### config.mk
export PLATFORM = sky130hd
export DESIGN_NAME = mem_arbiter
export DESIGN_NICKNAME = d
export VERILOG_FILES = /design/src/rtl/mem_arbiter.sv
export SDC_FILE = /design/constraint.sdc
export NUM_CORES = 1
export LEC_CHECK = 0
export ABC_AREA = 0
export CAP_MARGIN = 40
export CORE_MARGIN = 3
export CORE_UTILIZATION = 37
export CTS_CLUSTER_SIZE = 14
export DETAILED_ROUTE_END_ITERATION = 8
export GPL_ROUTABILITY_DRIVEN = 0
export PLACE_DENSITY_LB_ADDON = 0.1
export SKIP_CTS_REPAIR_TIMING = 1
export SYNTH_ARGS = -nofsm -noshare
export SYNTH_HDL_FRONTEND = slang
export SYNTH_SLANG_ARGS = --single-unit
### constraint.sdc
create_clock -name clk -period 1.35 [get_ports clk]
set_input_delay 0.135 -clock clk [delete_from_list [all_inputs] [get_ports clk]]
set_output_delay 0.135 -clock clk [all_outputs]
set_load 0.05 [all_outputs]
### src/rtl/mem_arbiter.sv
// Two-port (fetch / data) arbiter in front of a single-port memory, one access per grant.
// Define MEM_ARB_RR_EN for round-robin tie-breaking; otherwise the data port has fixed priority.
module mem_arbiter #(
    parameter int ADDR_W = 8,
    parameter int DATA_W = 16
) (
    input  logic              clk,
    input  logic              rst,
    input  logic              if_req,
    input  logic [ADDR_W-1:0] if_addr,
    output logic              if_done,
    output logic [DATA_W-1:0] if_rdata,
    input  logic              d_req,
    input  logic              d_we,
    input  logic [ADDR_W-1:0] d_addr,
    input  logic [DATA_W-1:0] d_wdata,
    output logic              d_done,
    output logic [DATA_W-1:0] d_rdata,
    output logic [ADDR_W-1:0] mem_addr,
    output logic              mem_rd,
    output logic              mem_wr,
    output logic [DATA_W-1:0] mem_wdata,
    input  logic [DATA_W-1:0] mem_rdata,
    output logic              busy
);

    // Handshake: a requester raises req with stable operands and holds both until its
    // done pulse; req is sampled only in IDLE, so req still high after done is a new request.

    typedef enum logic [1:0] {IDLE, ACCESS, DONE} state_t;

    state_t            state, state_nx;
    logic              win_d;
    logic              grant_d;
    logic              any_req;
    logic [ADDR_W-1:0] lat_addr;
    logic              lat_we;
    logic [DATA_W-1:0] lat_wdata;

    assign any_req = if_req | d_req;

`ifdef MEM_ARB_RR_EN
    logic last_d;

    // A tie goes to whichever port was not served by the previous grant.
    always_comb grant_d = d_req & (~if_req | ~last_d);

    always_ff @(posedge clk) begin
        if (rst) begin
            last_d <= 1'b0;
        end else if (state == IDLE && any_req) begin
            last_d <= grant_d;
        end
    end
`else
    always_comb grant_d = d_req;
`endif

    always_comb begin
        state_nx = state;
        case (state)
            IDLE:    if (any_req) state_nx = ACCESS;
            ACCESS:  state_nx = DONE;
            DONE:    state_nx = IDLE;
            default: state_nx = IDLE;
        endcase
    end

    always_ff @(posedge clk) begin
        if (rst) begin
            state     <= IDLE;
            win_d     <= 1'b0;
            lat_addr  <= '0;
            lat_we    <= 1'b0;
            lat_wdata <= '0;
            if_rdata  <= '0;
            d_rdata   <= '0;
        end else begin
            state <= state_nx;
            if (state == IDLE && any_req) begin
                win_d     <= grant_d;
                lat_addr  <= grant_d ? d_addr : if_addr;
                lat_we    <= grant_d & d_we;
                lat_wdata <= grant_d ? d_wdata : '0;
            end
            if (state == ACCESS) begin
                if (win_d) d_rdata  <= lat_we ? '0 : mem_rdata;
                else       if_rdata <= mem_rdata;
            end
        end
    end

    // Memory strobes decode the current state only, so a write in flight during reset commits.
    always_comb begin
        mem_addr  = '0;
        mem_wdata = '0;
        mem_rd    = 1'b0;
        mem_wr    = 1'b0;
        if (state == ACCESS) begin
            mem_addr  = lat_addr;
            mem_wdata = lat_wdata;
            mem_rd    = ~lat_we;
            mem_wr    = lat_we;
        end
    end

    assign if_done = (state == DONE) & ~win_d;
    assign d_done  = (state == DONE) &  win_d;
    assign busy    = (state != IDLE);

endmodule

==> results.json <==
{
  "syn_avg_cell_area_um2": 9.08,
  "top_layer_used": "met4",
  "grt_usage_pct": 18.8,
  "cp_max_fo": 6,
  "vias": 2411,
  "syn_nets": 318,
  "critPathCaptureType": "output pin",
  "dieArea_mm2": 0.00751,
  "timing.setup.tns_ns": -2.43,
  "power_mw": 4.84,
  "drv_cap": 0,
  "io_pins": 114,
  "worst_pin_slew_ns": 0.352,
  "wl_per_cell_um": 15.4,
  "row_count": 28,
  "dp.final_hpwl_um": 5030,
  "start_util_pct": 39.5,
  "vias_per_cell": 5.07,
  "start_kind": "flip-flop",
  "max_freq_mhz": 673,
  "areaGrowthSynthToFinish_pct": 96.8,
  "worstSetupPathType": "flip-flop to output pin",
  "cts_tree": "built",
  "cts_sinks": 60,
  "final_common_cell": "buf_12",
  "insertedDiodeCount": 0,
  "ant_nets": 0,
  "cts-root-buf": "clkbuf_8",
  "final_cell_mix": "buf_12, dfxtp_1, clkdlybuf4s50_1",
  "met2RoutedLength_um": 3790,
  "period_needed_ns": 1.49,
  "place_inst": 449,
  "grt_pass1_vias": 2285,
  "drc_errors": 0,
  "yosysWarnings": 0,
  "wl_met1_um": 2900,
  "fin_nets": 449,
  "syn_area_mm2": 0.00241,
  "grt_overflow": 0,
  "critPathRequiredTime_ns": 1.22,
  "drt-initial-drc-count": 58,
  "ys_types": 27,
  "stdcell_count": 476,
  "dpl_cell_area_mm2": 0.00431,
  "fp.dieH_um": 86.6,
  "yosys-top-cells-area": "dfxtp_1, a21oi_1, nand2_1",
  "drt_pass1_iterations": 4,
  "htree_levels": 3,
  "synth-edff-count": 0,
  "drv_slew": 0,
  "cts_max_path_buffers": 2,
  "fill_cells": 434,
  "p_leak_nw": 1.87,
  "synth_area_leader_cell": "dfxtp_1",
  "yosysSeqAreaShare_pct": 49.9,
  "clk_pin_slew_ns": 0.07,
  "period_share_pct": 110,
  "clk_latency_ns": 0.34,
  "skew_ns": 0.00773,
  "power_density_mw_per_mm2": 1020,
  "failed_checks": "setup timing",
  "grt_antenna_before_repair": 0,
  "fin_area_mm2": 0.00474,
  "status": "finished, violations left",
  "core_mm2": 0.00610,
  "ys.flop_type": "dfxtp_1",
  "whs_ns": 0.306,
  "grt_pass1_wl_um": 10900,
  "setup_viol": 32,
  "rsz0062_at_grt": "yes",
  "finalHoldViolCount": 0,
  "finalWorstSetupSlack_ns": -0.136,
  "synth_top_area_share_pct": 49.9,
  "slew_headroom_pct": 76.5,
  "portBuffers": 113,
  "async_reset_ff_share_pct": 0,
  "wl_um": 7310,
  "dr_wl_met3_um": 473,
  "grt_max_degree": 27,
  "cp.arrival_ns": 1.35,
  "cts_inserted_buffers": 9,
  "synth-seq-cells": 60,
  "drive_above_1_share_pct": 37.2,
  "die_w_um": 86.6,
  "min_path_type": "input pin to flip-flop",
  "syn_inst": 265,
  "ir_drop_v": 0.000652
}
## metrics by stage
| step | util [%] | setup slack (ns) |
|---|---|---|
| finish | 77.7 | -0.136 |
| global route | 77.7 | -0.179 |
| CTS | 73.9 | -0.432 |
| detailed placement | 70.7 | -0.188 |
| global placement | 70.7 | -0.155 |
| floorplan | - | 0.0201 |
## report_power, final
group / switching [mW] / internal, mW / leakage [nW]
sequential: 0.0862 / 1.88 / 0.492
combinational: 0.616 / 0.660 / 1.28
clock: 0.696 / 0.901 / 0.100
## per-layer routing
metal	GRT usage, %	vias up
li1	-	1178
met1	22.3	1143
met2	31.1	78
met3	4.94	12
met4	10.1	0
met5	0	-
## layout make-up
class | instances | area, um^2 | area share, %
multi-input combinational | 185 | 1210 | 25.6
timing repair buffer | 139 | 2020 | 42.7
clock inverter | 4 | 48.8 | 1.03
clock buffer | 12 | 145 | 3.06
tap | 75 | 93.8 | 1.98
sequential | 60 | 1210 | 25.5
inverter | 1 | 3.75 | 0.0793
## critical path, cell delays in order (launching register included)
cell,delay (ns)
dfxtp_4,0.38
buf_6,0.13
nor2b_4,0.19
and2_4,0.19
buf_12,0.13
## path summary, 6_finish.rpt
check	startpoint	to	slack, ns	cells after the start
worst min register to register	lat_wdata[12]	lat_wdata[12]	0.46	2
worst max-delay path	state[1]	mem_wdata[6]	-0.14	4
worst min-delay path	rst	if_rdata[8]	0.31	3
worst max register to register	state[0]	if_rdata[10]	-0.02	5
## cells by family (layout without fill, tap and decap cells)
kind of cell | after synthesis | in the layout | share of synthesized area, %
flops | 60 | 60 | 49.9
simple gates | 90 | 92 | 20.3
mux | 8 | 8 | 3.33
buf+inv | 22 | 156 | 5.25
compound gates | 85 | 85 | 21.2
## Yosys cell counts (2+ instances only)
| cell type | n |
|---|---|
| a211oi_1 | 8 |
| a21oi_1 | 42 |
| a22o_1 | 16 |
| and2_1 | 25 |
| buf_2 | 2 |
| buf_4 | 3 |
| buf_6 | 4 |
| clkbuf_1 | 11 |
| dfxtp_1 | 60 |
| mux2i_1 | 8 |
| nand2_1 | 50 |
| nor2_1 | 4 |
| o21ai_0 | 18 |
## sequential cells by signal (all words and copies together), names as in the netlist
signal / count
if_rdata: 16
state: 2
lat_addr: 8
lat_we: 1
win_d: 1
lat_wdata: 16
d_rdata: 16
(Power assumes the default switching activity.)
